`src/rtl/av_pkg.sv`:
```
// rtl/av_pkg.sv - shared types and pixel-format constants for the AV overlay layers
//
// Contents:
//   fade_state_t    : fade FSM states used by fading overlays
//   CH_W/RGB_W      : RGB444 channel and pixel widths
//   overlay_pixel_t : 13-bit {valid, RGB444} word consumed by the pixel mixer
package av_pkg;

    typedef enum logic [1:0] {
        HIDDEN   = 2'd0,
        FADE_IN  = 2'd1,
        SHOWN    = 2'd2,
        FADE_OUT = 2'd3
    } fade_state_t;

    localparam int CH_W  = 4;
    localparam int RGB_W = 3 * CH_W;
    localparam int PIX_W = RGB_W + 1;

    typedef struct packed {
        logic             valid;
        logic [RGB_W-1:0] rgb;
    } overlay_pixel_t;

    localparam overlay_pixel_t PIX_BLANK = '{valid: 1'b0, rgb: '0};

endpackage

```
`src/rtl/av_color_scale.sv`:
```
// rtl/av_color_scale.sv - combinational RGB444 x fade-level brightness scaler
//
// Ports:
//   rgb    in  RGB_W  unscaled RGB444 colour
//   level  in  LVL_W  brightness, 0..FADE_MAX (FADE_MAX = full brightness)
//   scaled out RGB_W  each channel = (ch * level) >> log2(FADE_MAX)
module av_color_scale
    import av_pkg::*;
#(
    parameter int FADE_MAX = 16,
    parameter int LVL_W    = $clog2(FADE_MAX) + 1
) (
    input  logic [RGB_W-1:0] rgb,
    input  logic [LVL_W-1:0] level,
    output logic [RGB_W-1:0] scaled
);

    localparam int SHIFT  = $clog2(FADE_MAX);
    // One spare bit above ch*FADE_MAX so the full-brightness product never overflows.
    localparam int PROD_W = CH_W + SHIFT + 1;

    for (genvar c = 0; c < 3; c++) begin : g_ch
        logic [PROD_W-1:0] prod;
        assign prod = PROD_W'(rgb[c*CH_W +: CH_W]) * PROD_W'(level);
        assign scaled[c*CH_W +: CH_W] = CH_W'(prod >> SHIFT);
    end

endmodule

```
`src/rtl/av_menu_overlay.sv`:
```
// rtl/av_menu_overlay.sv - fading menu panel overlay with highlight-bar row selection
//
// Ports:
//   clk65      in   1       pixel clock
//   reset      in   1       asynchronous active-high reset
//   frame_tick in   1       one pulse per frame; all fade changes happen here
//   show       in   1       level request to display the menu
//   btn_up     in   1       move highlight up (wraps), only while fully shown
//   btn_down   in   1       move highlight down (wraps), only while fully shown
//   btn_select in   1       choose highlighted row, only while fully shown
//   hcount     in   11      pixel column
//   vcount     in   10      pixel row
//   menu_pixel out  13      {valid, RGB444}, 2 cycles after hcount/vcount
//   sel_index  out  SEL_W   highlighted row
//   sel_strobe out  1       one-cycle pulse: row sel_index chosen
//   fade_level out  LVL_W   current brightness 0..FADE_MAX
module av_menu_overlay
    import av_pkg::*;
#(
    parameter int          START_X     = 100,
    parameter int          START_Y     = 50,
    parameter int          WIDTH       = 800,
    parameter int          HEIGHT      = 600,
    parameter logic [11:0] BG_COLOR    = 12'hDDD,
    parameter logic [11:0] HI_COLOR    = 12'h44F,
    parameter int          NUM_ITEMS   = 4,
    parameter int          ITEM_Y0     = 100,
    parameter int          ITEM_H      = 100,
    parameter int          ITEM_MARGIN = 50,
    parameter int          FADE_MAX    = 16,
    parameter int          SEL_W       = $clog2(NUM_ITEMS),
    parameter int          LVL_W       = $clog2(FADE_MAX) + 1
) (
    input  logic             clk65,
    input  logic             reset,
    input  logic             frame_tick,
    input  logic             show,
    input  logic             btn_up,
    input  logic             btn_down,
    input  logic             btn_select,
    input  logic [10:0]      hcount,
    input  logic [9:0]       vcount,
    output logic [12:0]      menu_pixel,
    output logic [SEL_W-1:0] sel_index,
    output logic             sel_strobe,
    output logic [LVL_W-1:0] fade_level
);

    localparam logic [10:0] X_LO  = 11'(START_X);
    localparam logic [10:0] X_HI  = 11'(START_X + WIDTH);
    localparam logic [10:0] BX_LO = 11'(START_X + ITEM_MARGIN);
    localparam logic [10:0] BX_HI = 11'(START_X + WIDTH - ITEM_MARGIN);
    localparam logic [10:0] Y_LO  = 11'(START_Y);
    localparam logic [10:0] Y_HI  = 11'(START_Y + HEIGHT);
    localparam logic [10:0] ROW_H = 11'(ITEM_H);

    localparam logic [LVL_W-1:0] LVL_MAX  = LVL_W'(FADE_MAX);
    localparam logic [LVL_W-1:0] LVL_ONE  = LVL_W'(1);
    localparam logic [SEL_W-1:0] SEL_LAST = SEL_W'(NUM_ITEMS - 1);
    localparam logic [SEL_W-1:0] SEL_ONE  = SEL_W'(1);

    // ---------------------------------------------------------------
    // Fade FSM: state and level only move on frame_tick
    // ---------------------------------------------------------------
    fade_state_t      state, state_next;
    logic [LVL_W-1:0] level, level_next;

    always_ff @(posedge clk65 or posedge reset) begin
        if (reset) begin
            state <= HIDDEN;
            level <= '0;
        end else begin
            state <= state_next;
            level <= level_next;
        end
    end

    always_comb begin
        state_next = state;
        level_next = level;
        if (frame_tick) begin
            case (state)
                HIDDEN: begin
                    if (show) begin
                        state_next = FADE_IN;
                        level_next = LVL_ONE;
                    end
                end
                FADE_IN: begin
                    // Losing show freezes the level for this tick; decay starts next tick.
                    if (!show) begin
                        state_next = FADE_OUT;
                    end else if (level >= LVL_MAX - LVL_ONE) begin
                        state_next = SHOWN;
                        level_next = LVL_MAX;
                    end else begin
                        level_next = level + LVL_ONE;
                    end
                end
                SHOWN: begin
                    if (!show) begin
                        state_next = FADE_OUT;
                    end
                end
                FADE_OUT: begin
                    if (show) begin
                        state_next = FADE_IN;
                    end else if (level <= LVL_ONE) begin
                        state_next = HIDDEN;
                        level_next = '0;
                    end else begin
                        level_next = level - LVL_ONE;
                    end
                end
                default: begin
                    state_next = HIDDEN;
                    level_next = '0;
                end
            endcase
        end
    end

    assign fade_level = level;

    // ---------------------------------------------------------------
    // Row selection: buttons are only honoured once fully shown.
    // Select beats a simultaneous move; up+down together cancel.
    // ---------------------------------------------------------------
    logic [SEL_W-1:0] sel_q;
    logic             strobe_q;

    always_ff @(posedge clk65 or posedge reset) begin
        if (reset) begin
            sel_q    <= '0;
            strobe_q <= 1'b0;
        end else begin
            strobe_q <= 1'b0;
            if (state == SHOWN) begin
                if (btn_select) begin
                    strobe_q <= 1'b1;
                end else if (btn_up && !btn_down) begin
                    sel_q <= (sel_q == '0) ? SEL_LAST : sel_q - SEL_ONE;
                end else if (btn_down && !btn_up) begin
                    sel_q <= (sel_q == SEL_LAST) ? '0 : sel_q + SEL_ONE;
                end
            end
        end
    end

    assign sel_index  = sel_q;
    assign sel_strobe = strobe_q;

    // ---------------------------------------------------------------
    // Highlighted row bounds: a constant table indexed by sel_index,
    // so no runtime multiplier is needed.
    // ---------------------------------------------------------------
    logic [10:0] row_top;
    logic [10:0] row_bot;

    always_comb begin
        row_top = 11'(START_Y + ITEM_Y0);
        for (int i = 0; i < NUM_ITEMS; i++) begin
            if (sel_q == SEL_W'(i)) begin
                row_top = 11'(START_Y + ITEM_Y0 + i * ITEM_H);
            end
        end
    end

    assign row_bot = row_top + ROW_H;

    // ---------------------------------------------------------------
    // Pixel pipeline stage 1: region classification
    // ---------------------------------------------------------------
    logic [10:0] v_ext;
    logic        in_panel_c, in_bar_c;
    logic        in_panel_q, in_bar_q;

    assign v_ext      = {1'b0, vcount};
    assign in_panel_c = (hcount >= X_LO) && (hcount < X_HI) &&
                        (v_ext >= Y_LO) && (v_ext < Y_HI);
    assign in_bar_c   = in_panel_c &&
                        (hcount >= BX_LO) && (hcount < BX_HI) &&
                        (v_ext >= row_top) && (v_ext < row_bot);

    always_ff @(posedge clk65 or posedge reset) begin
        if (reset) begin
            in_panel_q <= 1'b0;
            in_bar_q   <= 1'b0;
        end else begin
            in_panel_q <= in_panel_c;
            in_bar_q   <= in_bar_c;
        end
    end

    // ---------------------------------------------------------------
    // Pixel pipeline stage 2: colour pick, fade scaling, valid gating
    // ---------------------------------------------------------------
    logic [RGB_W-1:0] base_rgb;
    logic [RGB_W-1:0] scaled_rgb;
    overlay_pixel_t   pix_next;
    overlay_pixel_t   pix_q;

    assign base_rgb = in_bar_q ? HI_COLOR : BG_COLOR;

    av_color_scale #(
        .FADE_MAX (FADE_MAX),
        .LVL_W    (LVL_W)
    ) u_scale (
        .rgb    (base_rgb),
        .level  (level),
        .scaled (scaled_rgb)
    );

    always_comb begin
        pix_next = PIX_BLANK;
        if (in_panel_q && (level != '0)) begin
            pix_next.valid = 1'b1;
            pix_next.rgb   = scaled_rgb;
        end
    end

    always_ff @(posedge clk65 or posedge reset) begin
        if (reset) begin
            pix_q <= PIX_BLANK;
        end else begin
            pix_q <= pix_next;
        end
    end

    assign menu_pixel = pix_q;

endmodule

```
`config.mk`:
```
export PLATFORM = sky130hd
export DESIGN_NAME = av_menu_overlay
export DESIGN_NICKNAME = d
export VERILOG_FILES = /design/src/rtl/av_pkg.sv /design/src/rtl/av_color_scale.sv /design/src/rtl/av_menu_overlay.sv
export SDC_FILE = /design/constraint.sdc
export NUM_CORES = 1
export LEC_CHECK = 0
export ABC_AREA = 1
export BUFFER_PORTS_ARGS = -buffer_cell sky130_fd_sc_hd__clkbuf_2
export CAP_MARGIN = 10
export CORE_MARGIN = 2
export CORE_UTILIZATION = 60
export CTS_BUF_LIST = sky130_fd_sc_hd__clkbuf_2
export DETAILED_ROUTE_END_ITERATION = 6
export GPL_TIMING_DRIVEN = 0
export PLACE_DENSITY = 0.87
export SLEW_MARGIN = 20
export SYNTH_ARGS = -nofsm -noshare
export SYNTH_HDL_FRONTEND = slang
export SYNTH_HIERARCHICAL = 1
export SYNTH_SLANG_ARGS = --single-unit
```
`constraint.sdc`:
```
create_clock -name clk65 -period 7.9 [get_ports clk65]
set_input_delay 1.185 -clock clk65 [delete_from_list [all_inputs] [get_ports clk65]]
set_output_delay 1.185 -clock clk65 [all_outputs]
set_load 0.01 [all_outputs]
```
==> results of run 1 <==
sequential cells by signal (all words and copies together) (netlist names):
register and cells:
sel_index 2, state 2, menu_pixel 13, fade_level 5, sel_strobe 1, in_panel_q 1, in_bar_q 1
where the power goes:
group	leakage, nW	internal, mW	switching, mW	total, mW
combinational	2.50	0.317	0.528	0.845
sequential	0.334	0.163	0.0441	0.207
clock	0.0126	0.0117	0.0461	0.0578
layout by cell type (no fill, tap or decap), drive strengths merged, types with 3 or more instances in the layout:
| cell | instances |
|---|---|
| nand3 | 23 |
| dfrtp | 25 |
| a21oi | 20 |
| o21a | 3 |
| nand2 | 176 |
| buf | 5 |
| clkbuf | 51 |
| inv | 136 |
| conb | 32 |
| o21ai | 9 |
| xnor2 | 5 |
| nor2 | 43 |
| fa | 15 |
| xor2 | 8 |
| ha | 59 |
| nand4 | 4 |
per-layer routing:
metal / wire length, um / vias up / track usage [%]
met4: 125 / 0 / 6.74
met3: 267 / 16 / 2.67
li1: - / 1754 / -
met2: 4060 / 62 / 44.5
met1: 3200 / 1550 / 27.0
met5: 0 / - / 0
metrics by stage:
stage	setup WS [ns]	util, %	cells	hold slack, ns
global placement	4.74	70.2	698	0.550
detailed placement	4.60	70.2	698	0.553
floorplan	4.96	-	577	0.520
CTS	4.56	70.6	702	0.586
global route	4.32	70.6	702	0.604
finish	4.56	70.6	702	0.583
final cells by class:
class / count / share of cell area (%)
multi-input combinational: 407 / 63.4
sequential: 25 / 14.7
inverter: 138 / 12.3
clock buffer: 3 / 0.353
buffer: 7 / 1.47
tap: 75 / 2.21
clock inverter: 1 / 0.176
timing repair buffer: 46 / 5.41
cell families after synthesis:
group	synth area share, %
other cells	0.198
buf+inv	15.4
fa+ha+maj	27.4
flops	16.5
simple gates	31.4
xor+xnor	3.00
compound gates	6.10
critical path: cells and delay by family, from the launching register on:
family	cells	cell delay, ns
buf+inv	5	0.58
fa+ha+maj	3	1.44
flops	1	0.52
simple gates	5	0.36
compound gates	2	0.37
how the worst max path moves through the flow:
stage | start | to | slack, ns | depth (start not counted)
6_report | in_bar_q | menu_pixel[7] | 4.56 | 15
3_3_place_gp | in_bar_q | menu_pixel[11] | 4.74 | 15
3_5_place_dp | in_bar_q | menu_pixel[7] | 4.60 | 15
5_1_grt | in_bar_q | menu_pixel[7] | 4.32 | 15
2_1_floorplan | in_bar_q | menu_pixel[11] | 4.96 | 15
4_1_cts | in_bar_q | menu_pixel[7] | 4.56 | 15
==> flow_summary.yaml, run 1 <==
run_status:
  result_of_the_run: "complete, no violations"
clocking:
  cts_setup_buffers: 0
  cts.repair.resized: 0
  cts_buffers: 3
  number_of_h_tree_levels: 1
  latest_clock_arrival_within_the_worst_skew_pair_ns: 0.39
  cts_tree: "built"
  cts_max_path_buffers: 2
  clkSlewWorstSetupHoldPaths_ns: 0.26
  clock_sink_count: 25
  cts_root_buf: "sky130_fd_sc_hd__clkbuf_2"
  cts_hold_buffers: 0
timing:
  slew_headroom_pct: 61.9
  tightestPinTransition_ns: 0.571
  achievable-frequency_ghz: 0.299
  finalSetupViolCount: 0
  setup_tns_ns: 0
  worst_clock_skew_ns: 0.0172
  post-route-min-period_ns: 3.34
  rsz_0062_raised_after_global_routing: "false"
  report.final.hold_viol_count: 0
  timing.final.max_slew_violations: 0
  timing.final.crit_share_pct: 42.3
global_routing:
  grt_pass1_vias: 3456
  grt_overflow: 0
  grt_first_pass_wirelength_mm: 13.8
  grt_usage_pct: 23.2
  antenna_found_initial: 0
  largest_net_degree_at_the_start_of_global_routing: 26
yosys:
  ys_top_cells_by_area: "sky130_fd_sc_hd__ha_1 19%, sky130_fd_sc_hd__dfrtp_1 16%, sky130_fd_sc_hd__nand2_1 16%"
  post_synth.cell_area_avg_um2: 6.94
  synth_enable_flop_cells: 0
  yosys.cell_count.top_type: "sky130_fd_sc_hd__nand2_1"
  synth.ff_latch_count: 25
  synthTopCellsByCount: "163 x sky130_fd_sc_hd__nand2_1, 128 x sky130_fd_sc_hd__inv_1, 59 x sky130_fd_sc_hd__ha_1"
  synthDistinctLibCells: 40
  ys_seq_area_share_pct: 16.5
  top_reg_cell_synth: "sky130_fd_sc_hd__dfrtp_1"
  synth.cell_area_um2: 3790
  yosysWarningCount: 6
  netlist.area_leader.share_pct: 19.5
  netlist.top_cell.by_area: "sky130_fd_sc_hd__ha_1"
  synth-async-reset-ratio_pct: 100
  count_of_mapped_cells_out_of_synthesis: 547
floorplanning:
  number_of_rows_created_at_floorplan: 28
  die-width_um: 83.5
  placeableCoreArea_um2: 6030
  initial_core_util_pct: 63.0
  floorplan.die_area_um2: 6980
  die_h_um: 83.5
  floorplan.io_pins: 49
route:
  post-route-drc-count: 0
  vias_per_cell: 4.82
  drt.antenna.violating_nets: 0
  first_pass_iters: 4
  finalWirelength_mm: 7.65
  drt-wirelength-per-cell_um: 10.9
  initialDrtViolationCount: 134
  via_count: 3382
layout:
  fin_area_um2: 4250
  register_area_um2: 626
  fillCellCount: 488
  nets: 730
  antenna_cells: 0
  multi_input_comb_area_um2: 2700
  flow.area_growth_from_synthesis_pct: 12.1
  fraction_of_final_layout_cells_sized_beyond_drive_strength_1_pct: 16.4
worst_setup_path:
  crit_chain: "inv_1 > nand2_1 > inv_1 > fa_1 > inv_1 > fa_1 > inv_1 > ha_1 > a21oi_1 > o21a_1 > nand2_1 > nand2_1 > nand2_1 > inv_1 > nor2_4"
  timing.critical_path.mode_cell: "sky130_fd_sc_hd__inv_1"
  criticalPathCategory: "reg2reg"
  arrival_time_at_the_worst_endpoint_ns: 3.66
  worstPathMaxFanout: 18
  required_ns: 8.22
  start_kind: "flop"
  critPathSlowestCell: "sky130_fd_sc_hd__fa_1"
  ff2ff_setup_slack_ns: 4.56
  crit_path_end_kind: "flop"
  cpPeakStageDelay_ns: 0.54
  worst-r2r-cell-count: 15
  crit-reg2reg-launch: "in_bar_q"
  r2r_end: "menu_pixel[7]"
placement:
  place_hpwl_mm: 6.38
  place.gp.congestion: 0.870
  portBuffers: 46
  dpl_cell_area_um2: 4230
min_path:
  hold_path.startpoint: "in_panel_q"
  min_to: "menu_pixel[2]"
  worst_hold_path.num_cells: 2
  hold_path.class: "reg2reg"
pwr:
  powerDensity_nw_per_um2: 261
  ir_worst_vdd_v: 0.000181
  total_leakage_power_nw: 2.85
  total_power_of_the_final_layout_mw: 1.11
flow_run:
  max_cap_viol_count: 0
Note: power is estimated with default switching activity, not from simulation.
==> inputs of run 2 (changes only) <==
==> constraint.sdc (replaced) <==
create_clock -name clk65 -period 3.29 [get_ports clk65]
set_input_delay 0.4935 -clock clk65 [delete_from_list [all_inputs] [get_ports clk65]]
set_output_delay 0.4935 -clock clk65 [all_outputs]
set_load 0.01 [all_outputs]
==> flow_summary.yaml, run 2 (synthesis results as in run 1) <==
worst_setup_path:
  ff2ff_setup_slack_ns: 0.20
  crit_chain: "clkbuf_2 > nand2_1 > inv_1 > fa_1 > inv_1 > fa_1 > inv_1 > ha_1 > a21oi_1 > o21a_1 > nand2_1 > nand2_1 > nand2_1 > inv_1 > nor2_4"
  required_ns: 3.62
  cpPeakStageDelay_ns: 0.53
  critPathSlowestCell: "sky130_fd_sc_hd__dfrtp_2"
  criticalPathCategory: "reg2reg"
  arrival_time_at_the_worst_endpoint_ns: 3.41
  worstPathMaxFanout: 10
  start_kind: "flop"
  critical_path.top_delay_family: "adder cells"
  crit_path_end_kind: "flop"
  timing.critical_path.buf_inv: 5
layout:
  fraction_of_final_layout_cells_sized_beyond_drive_strength_1_pct: 18.6
  fin_cells: 708
  fin_util_pct: 71.7
  antenna_cells: 0
  fillCellCount: 472
  most_common_library_cell_in_the_layout_ignoring_fill_and_taps: "sky130_fd_sc_hd__nand2_1"
  largest_reg_flops: 13
  layout.cells.most_common_list: "163 x sky130_fd_sc_hd__nand2_1, 126 x sky130_fd_sc_hd__inv_1, 59 x sky130_fd_sc_hd__ha_1"
  nets: 736
  flow.area_growth_from_synthesis_pct: 13.8
global_routing:
  grt_first_pass_wirelength_mm: 13.8
  grt_overflow: 0
  largest_net_degree_at_the_start_of_global_routing: 26
  grt_usage_pct: 23.3
  antenna_found_initial: 0
  grt_pass1_vias: 3462
route:
  drt-wirelength-per-cell_um: 11.0
  drt.antenna.violating_nets: 0
  initialDrtViolationCount: 142
  first_pass_iters: 7
  post-route-drc-count: 0
  vias_per_cell: 4.82
  finalWirelength_mm: 7.76
  via_count: 3414
pwr:
  sequentialPowerShare_pct: 19.0
  power.share.clock_pct: 5.2
  total_leakage_power_nw: 2.88
  power.internal_mw: 1.20
  switching_share_of_power_pct: 55.5
  ir_worst_vdd_v: 0.000438
  combinational_power_share_pct: 75.8
  netSwitchingPower_mw: 1.49
  powerDensity_nw_per_um2: 623
timing:
  finalSetupViolCount: 0
  report.final.hold_viol_count: 0
  timing.final.max_slew_violations: 0
  achievable-frequency_ghz: 0.324
  post-route-min-period_ns: 3.09
  timing.final.crit_share_pct: 93.9
  slew_headroom_pct: 61.7
  worst_clock_skew_ns: 0.0158
  tightestPinTransition_ns: 0.574
floorplanning:
  die_h_um: 83.5
  die-width_um: 83.5
  floorplan.die_area_um2: 6980
  initial_core_util_pct: 63.0
  number_of_rows_created_at_floorplan: 28
  floorplan.io_pins: 49
  placeableCoreArea_um2: 6030
placement:
  portBuffers: 46
  numPlacedInstances: 698
  place_hpwl_mm: 6.38
  place.gp.congestion: 0.870
clocking:
  cts_tree: "built"
  latest_clock_arrival_within_the_worst_skew_pair_ns: 0.40
  number_of_h_tree_levels: 1
  clock_sink_count: 25
  cts_max_path_buffers: 2
  cts_buffers: 3
  clkSlewWorstSetupHoldPaths_ns: 0.29
  cts_hold_buffers: 0
  cts_root_buf: "sky130_fd_sc_hd__clkbuf_2"
flow_run:
  max_cap_viol_count: 0
run_status:
  result_of_the_run: "complete, no violations"
min_path:
  hold_path.class: "in2async"
## run 2: timing repair
action,in CTS,in global routing
endpoints found under the setup margin,1,5
resized for setup,1,8
buffers inserted,2,5
## run 2: cell type report
type	instances	area, um2	share of cell area (%)
Tap cell	75	93.8	2.17
Multi-Input combinational cell	407	2700	62.5
Inverter	138	527	12.2
Clock inverter	1	7.51	0.174
Timing Repair Buffer	53	283	6.55
Clock buffer	3	15.0	0.348
Buffer	6	60.1	1.39
Sequential cell	25	632	14.6
## run 2: routing by layer
metal / track usage [%] / up-vias / routed length, um
met1: 27.0 / 1562 / 3270
met2: 44.6 / 66 / 4080
met5: 0 / - / 0
li1: - / 1766 / -
met3: 2.67 / 20 / 258
met4: 6.74 / 0 / 157
## run 2: power by group through the flow
stage	logic [mW]	registers, mW	clock network [mW]
after global placement	1.90	0.498	0
final	2.04	0.512	0.140
after detailed placement	2.02	0.505	0
after floorplan	1.54	0.514	0
after CTS	2.03	0.499	0.147
after global routing	2.34	0.530	0.153
## run 2: worst register-to-register path: stages, from the launching register on
cell and delay, ns:
sky130_fd_sc_hd__dfrtp_2 0.53, sky130_fd_sc_hd__clkbuf_2 0.22, sky130_fd_sc_hd__nand2_1 0.10, sky130_fd_sc_hd__inv_1 0.05, sky130_fd_sc_hd__fa_1 0.48, sky130_fd_sc_hd__inv_1 0.06
sky130_fd_sc_hd__fa_1 0.53, sky130_fd_sc_hd__inv_1 0.05, sky130_fd_sc_hd__ha_1 0.35, sky130_fd_sc_hd__a21oi_1 0.21, sky130_fd_sc_hd__o21a_1 0.16, sky130_fd_sc_hd__nand2_1 0.06
sky130_fd_sc_hd__nand2_1 0.05, sky130_fd_sc_hd__nand2_1 0.05, sky130_fd_sc_hd__inv_1 0.08, sky130_fd_sc_hd__nor2_4 0.04
## run 2: worst paths after layout
kind | startpoint | endpoint | cells past startpoint
worst min register to register | in_panel_q | menu_pixel[2] | 2
worst max-delay path | fade_level[3] | menu_pixel[3] | 15
worst max register to register | fade_level[3] | menu_pixel[3] | 15
max in group asynchronous | reset | in_bar_q | 2
min in group clk65 | btn_select | sel_strobe | 3
worst min-delay path | reset | sel_strobe | 2
## run 2: stage by stage
step | power [mW] | hold slack [ns] | setup TNS [ns] | worst slack [ns] | area, um2
after CTS | 2.68 | 0.227 | 0 | 0.00280 | 4270
after global placement | 2.40 | 0.550 | 0 | 0.126 | 4230
final | 2.69 | 0.0732 | 0 | 0.202 | 4320
after floorplan | 2.06 | 0.520 | 0 | 0.355 | 3910
after detailed placement | 2.52 | 0.553 | -0.0111 | -0.0111 | 4230
after global routing | 3.02 | 0.0881 | -0.00135 | -0.00135 | 4320
